<file path="src/rtl/cancid_stream_ctx_engine.sv">
// Per-stream DFA context engine: saves/restores DFA state per stream ID, drains the DFA at end-of-packet and keeps match counters.
// Optional `CANCID_CNT_SAT_EN: per-stream and total counters saturate instead of wrapping.
module cancid_stream_ctx_engine #(
  parameter int STATE_W     = 11,
  parameter int NUM_STREAMS = 64,
  parameter int SID_W       = 6,
  parameter int CNT_W       = 16,
  parameter int DFA_LAT     = 1
) (
  input  logic               clk,
  input  logic               rst,
  input  logic               sop,
  input  logic [SID_W-1:0]   sid,
  input  logic               enable,
  input  logic [7:0]         char_in,
  input  logic               char_vld,
  input  logic               eop,
  output logic               ready,
  input  logic               flush,
  input  logic [SID_W-1:0]   flush_sid,
  output logic [7:0]         dfa_char,
  output logic               dfa_char_vld,
  output logic [STATE_W-1:0] dfa_state_in,
  output logic               dfa_state_in_vld,
  input  logic [STATE_W-1:0] dfa_state_out,
  input  logic               dfa_accept,
  output logic               fired,
  output logic               commit_vld,
  input  logic [SID_W-1:0]   rd_sid,
  output logic [CNT_W-1:0]   rd_count,
  output logic [CNT_W-1:0]   total_count
);

  typedef enum logic [2:0] {IDLE, LOAD, RUN, DRAIN, COMMIT} state_t;

  localparam int DCNT_W = $clog2(DFA_LAT + 2) + 1;
  localparam logic [SID_W:0] NS = (SID_W+1)'(NUM_STREAMS);

  state_t               state, state_nx;
  logic [SID_W-1:0]     sid_q;
  logic                 en_q;
  logic                 fired_q;
  logic [DCNT_W-1:0]    drain_cnt;
  logic [STATE_W-1:0]   st_q;
  logic [NUM_STREAMS-1:0] valid;
  logic [STATE_W-1:0]   state_mem [NUM_STREAMS];
  logic [CNT_W-1:0]     cnt       [NUM_STREAMS];
  logic                 sid_ok, flush_ok, rd_ok, do_commit;

  assign sid_ok    = {1'b0, sid_q} < NS;
  assign flush_ok  = {1'b0, flush_sid} < NS;
  assign rd_ok     = {1'b0, rd_sid} < NS;
  assign do_commit = (state == COMMIT) && en_q && sid_ok;
  assign fired     = fired_q;

  function automatic logic [CNT_W-1:0] bump(input logic [CNT_W-1:0] v, input logic inc);
`ifdef CANCID_CNT_SAT_EN
    bump = (inc && (v != '1)) ? v + 1'b1 : v;
`else
    bump = v + CNT_W'(inc);
`endif
  endfunction

  always_ff @(posedge clk or posedge rst) begin
    if (rst) state <= IDLE;
    else     state <= state_nx;
  end

  always_comb begin
    state_nx = state;
    unique case (state)
      IDLE:    if (sop) state_nx = LOAD;
      LOAD:    state_nx = RUN;
      RUN:     if (eop) state_nx = DRAIN;
      DRAIN:   if (drain_cnt == '0) state_nx = COMMIT;
      COMMIT:  state_nx = IDLE;
      default: state_nx = IDLE;
    endcase
  end

  always_comb begin
    ready            = 1'b0;
    dfa_state_in     = '0;
    dfa_state_in_vld = 1'b0;
    commit_vld       = 1'b0;
    case (state)
      IDLE, RUN: ready = 1'b1;
      LOAD: begin
        dfa_state_in_vld = 1'b1;
        if (sid_ok && valid[sid_q]) dfa_state_in = state_mem[sid_q];
      end
      COMMIT:  commit_vld = 1'b1;
      default: ;
    endcase
  end

  always_ff @(posedge clk or posedge rst) begin
    if (rst) begin
      sid_q        <= '0;
      en_q         <= 1'b0;
      fired_q      <= 1'b0;
      drain_cnt    <= '0;
      st_q         <= '0;
      dfa_char     <= '0;
      dfa_char_vld <= 1'b0;
      valid        <= '0;
      total_count  <= '0;
      rd_count     <= '0;
      for (int unsigned i = 0; i < NUM_STREAMS; i++) cnt[i] <= '0;
    end else begin
      st_q         <= dfa_state_out;
      dfa_char_vld <= (state == RUN) && char_vld;
      if ((state == RUN) && char_vld) dfa_char <= char_in;
      // Read port samples before this cycle's COMMIT write lands.
      rd_count <= rd_ok ? cnt[rd_sid] : '0;
      case (state)
        IDLE: begin
          if (sop) begin
            sid_q   <= sid;
            en_q    <= enable;
            fired_q <= 1'b0;
          end else if (flush && flush_ok) begin
            valid[flush_sid] <= 1'b0;
          end
        end
        RUN: begin
          if (dfa_accept) fired_q <= 1'b1;
          if (eop) drain_cnt <= DCNT_W'(DFA_LAT + 1);
        end
        DRAIN: begin
          if (dfa_accept) fired_q <= 1'b1;
          if (drain_cnt != '0) drain_cnt <= drain_cnt - 1'b1;
        end
        COMMIT: begin
          if (!en_q) fired_q <= 1'b0;
          if (do_commit) begin
            valid[sid_q] <= 1'b1;
            cnt[sid_q]   <= bump(cnt[sid_q], fired_q);
            total_count  <= bump(total_count, fired_q);
          end
        end
        default: ;
      endcase
    end
  end

  // Context memory is unreset; the valid bitmap gates its contents.
  always_ff @(posedge clk) begin
    if (do_commit) state_mem[sid_q] <= st_q;
  end

endmodule

</file>
<file path="config.mk">
export PLATFORM = sky130hd
export DESIGN_NAME = cancid_stream_ctx_engine
export DESIGN_NICKNAME = d
export VERILOG_FILES = /design/src/rtl/cancid_stream_ctx_engine.sv
export SDC_FILE = /design/constraint.sdc
export NUM_CORES = 2
export LEC_CHECK = 0
export CAP_MARGIN = 20
export CORE_MARGIN = 2
export CORE_UTILIZATION = 60
export CTS_BUF_LIST = sky130_fd_sc_hd__clkbuf_8
export CTS_CLUSTER_SIZE = 16
export DETAILED_ROUTE_END_ITERATION = 16
export PLACE_DENSITY = 0.79
export SLEW_MARGIN = 25
export SYNTH_ARGS = -nofsm -noshare
export SYNTH_HDL_FRONTEND = slang
export SYNTH_SLANG_ARGS = --single-unit
</file>
<file path="constraint.sdc">
create_clock -name clk -period 86.4 [get_ports clk]
set_input_delay 17.28 -clock clk [delete_from_list [all_inputs] [get_ports clk]]
set_output_delay 17.28 -clock clk [all_outputs]
set_load 0.01 [all_outputs]
</file>
==> summary.md <==
- **Slew @ Worst Pin** 1.208 ns
- **final design area excluding fillers** 97060 um^2
- **final total negative setup slack** 0 ns
- **estimated wirelength of the detail-placed design** 184200 um
- **Seq/Total Area, Yosys** 0.5643
- **total count of max-transition violations in the final report** 0
- **Iteration-0 DRC Markers** 11.67k
- **async set-or-reset flop fraction in the synthesized netlist** 0.6211
- **mean area per synthesized cell** 12.58 um^2
- **number of vias after detailed routing** 69.37k
- **wire length on met1** 103100 um
- **CORE AREA** 147100 um^2
- **number of placement rows** 141
- **setup bufs post-CTS** 0
- **final net count** 7062
- **number of antenna violations at the first check in global routing** 30
- **number of hold violations in the final report** 0
- **area overhead of the layout relative to synthesis** 9.506%
- **Die X** 388.3 um
- **post-synthesis register bit count** 1858
- **top routing layer in use** met5
- **max-capacitance violation count** 0
- **total die area** 150800 um^2
- **CTS tree** built
- **Syn Inst Count** 7045
- **wire length on met2** 129700 um
- **number of global-route vias before repair** 66.77k
- **number of primary I/O pins** 101
- **met3 routed WL** 56290 um
- **Main synth FF type** dfrtp_1
- **synthesis warning total** 0
- **RD Place Congestion** 0.9609
- **via/cell ratio** 7.567
- **Post-Route Utilization** 0.6597
- **clock-pin slew on the worst setup and hold paths** 0.06 ns
- **DRT antenna net count** 0
- **die outline height** 388.3 um
- **Post-DP Area** 91110 um^2
- **power density normalized to cell area** 25.55 nW/um^2
- **total global-route track usage** 0.4137
- **layout cell share with drive strength beyond 1** 0.2125
- **H-Tree Depth** 5
- **number of buffers created by CTS** 314
- **TritonCTS Sinks** 1858
- **WL final** 314300 um
- **highest clock frequency the design can meet** 42.15 MHz
- **unrepaired setup endpoints after global routing** no
- **first-pass GRT wire length** 455300 um
- **clock insertion delay at the later pin of the skew report** 1.07 ns
- **largest fanout on the critical path** 48
- **kind of critical path** reg2out
- **drt drc** 0
- **status** complete, no violations
- **arrival time at the worst endpoint** 6.44 ns
- **final routed wire length divided by cell count** 34.28 um
- **number of enable-type register cells in the synthesized netlist** 704
- **clock root buffer master** clkbuf_8
- **unique cell type count in the Yosys netlist** 90
- **relative slew slack** 0.1948
- **buffers added on ports** 100
- **Post-Route Skew** 0.08623 ns
- **maximum number of pins on one net before global-route repair** 186
- **post-layout minimum cycle time** 23.72 ns
- **Worst setup SP type** register
- **period utilisation layout** 0.2746
- **classification of the worst-slack hold path** reg2reg
- **effective utilization at floorplan** 0.6024
- **number of hold-repair buffers added at the cts stage** 0
- **Synth Net Count** 7096
- **Max rail drop VDD** 0.03105 mV
- **crit path capture type** output port
- **required time worst endpoint** 69.12 ns
- **Mapped Area** 88630 um^2
- **length of the first detailed-routing pass in iterations** 9
- **leakage power figure** 38.40 nW
- **Setup violations, final** 0
- **Post-CTS Resized** 0
- **Overflow after GRT** 0
- **deepest clock path buffer count** 4
per-layer routing:
metal  up-vias  GRT usage
li1      27120          -
met1     33820     0.5284
met5         -    0.01180
met4        40     0.2671
met2      6693     0.5698
met3      1695     0.1881
sequential cells by signal, summed over array words and instances (netlist names), 6 cells and up:
signal,count
dfa_char,8
st_q,11
cnt,1024
valid,64
sid_q,6
state_mem,704
total_count,16
rd_count,16
critical path: stages, from the launching register on:
cell             delay (ns)
dfrtp_4                0.62
buf_4                  0.36
and3b_4                0.64
buf_4                  0.68
buf_4                  0.74
a221oi_1               0.24
o22ai_1                0.64
a221oi_1               0.22
a31oi_1                0.53
clkdlybuf4s50_1        0.65
cells in the mapped netlist, drive strengths merged (7+ instances only):
library cell     n  area, um^2
dfrtp         1154       28880
nand2          936        3513
edfxtp         704       21140
o21ai          586        2933
clkbuf         440        1652
mux4           398        8964
mux2           339        3825
a22oi          260        1952
buf            244        1523
nand3          234        1171
mux2i          223        2232
a21oi          216        1092
o211ai         202        1516
or4            194        1464
a221oi         141        1235
nor2           123       464.2
o22ai           72       450.4
o31ai           71       833.3
inv             58       217.7
a22o            56       490.5
a31oi           37       231.5
a221o           33       330.3
nand4           27       168.9
nand2b          21       131.4
nor3            18       95.09
xnor2           18       165.2
clkinv          17       63.81
a41oi           15       131.4
a2bb2oi         14       122.6
nand3b          14       105.1
and3            13       91.34
nor4            13       102.6
o2bb2ai         13       113.9
or3b            11       96.35
o221ai          10       87.58
o22a            10       87.58
a211oi           9       72.57
nor2b            9       58.81
a222oi           8       80.08
and2             7       48.80
or3              7       43.79
stage by stage:
step / total power [mW] / setup WS [ns] / hold WS [ns] / cells
after floorplan: 1.402 / 36.62 / 0.4419 / 7045
after detailed placement: 1.686 / 63.95 / 0.4703 / 8623
after global routing: 2.509 / 62.61 / 0.5159 / 9150
after CTS: 2.420 / 62.85 / 0.4826 / 9146
final: 2.479 / 62.68 / 0.4759 / 9167
after global placement: 1.672 / 63.98 / 0.4685 / 8621
cell usage in the layout (no fill, tap or decap), drive strengths merged, types with 10 or more instances in the layout:
cell | synthesis | final
xnor2 | 18 | 18
clkdlybuf4s50 | 0 | 95
nor3 | 18 | 18
o2bb2ai | 13 | 13
nand2 | 936 | 936
mux2 | 339 | 339
a31oi | 37 | 37
diode | 0 | 19
dfrtp | 1154 | 1154
a221oi | 141 | 141
nor4 | 13 | 13
edfxtp | 704 | 704
o22ai | 72 | 72
a41oi | 15 | 15
a22oi | 260 | 260
mux2i | 223 | 223
nand3b | 14 | 14
o21ai | 586 | 586
or4 | 194 | 194
nor2 | 123 | 123
clkbuf | 440 | 367
clkinv | 17 | 61
nand2b | 21 | 21
o22a | 10 | 10
inv | 58 | 166
a2bb2oi | 14 | 14
o211ai | 202 | 202
or3b | 11 | 11
and3 | 13 | 13
a22o | 56 | 56
nand3 | 234 | 234
o31ai | 71 | 71
a221o | 33 | 33
o221ai | 10 | 10
nand4 | 27 | 27
a21oi | 216 | 216
mux4 | 398 | 398
buf | 244 | 239
cell families (layout without fill, tap and decap cells):
kind of cell               Yosys count  in the layout  synth area share
adders and majority gates            6              6         0.0008470
muxes                              960            960            0.1695
other                                0             19                 0
buffers and inverters              759            932           0.03899
AOI/OAI and AO/OA                 1786           1786            0.1360
xor gates and xnor gates            24             24          0.002456
and+or+nand+nor                   1652           1652           0.08788
DFF                               1858           1858            0.5643
power by group:
| part | internal (mW) | total, mW | switching (mW) |
|---|---|---|---|
| clock | 0.392 | 0.751 | 0.359 |
| sequential | 0.926 | 0.947 | 0.0212 |
| combinational | 0.193 | 0.782 | 0.589 |
| total | 1.51 | 2.48 | 0.969 |
final cells by class:
class,count,area (um^2)
Antenna cell,19,47.55
Clock buffer,367,5051
Clock inverter,156,718.2
Fill cell,10310,50080
Inverter,75,299.0
Multi-Input combinational cell,4428,35470
Sequential cell,1858,50070
Tap cell,1930,2415
Timing Repair Buffer,334,2993
path summary, 6_finish.rpt:
kind,start,end,slack (ns),cells past startpoint
max in group asynchronous,rst,cnt[231]$_DFFE_PP0P_,65.91,7
min,total_count[15]$_DFFE_PP0P_,total_count[15]$_DFFE_PP0P_,0.48,1
min in group asynchronous,rst,cnt[841]$_DFFE_PP0P_,16.73,2
min reg2reg,total_count[15]$_DFFE_PP0P_,total_count[15]$_DFFE_PP0P_,0.48,1
max reg2reg,sid_q[2]$_DFFE_PP0P_,cnt[172]$_DFFE_PP0P_,78.59,14
max,sid_q[0]$_DFFE_PP0P_,dfa_state_in[6],62.68,9
No activity file was read; power rests on OpenSTA's default activity.
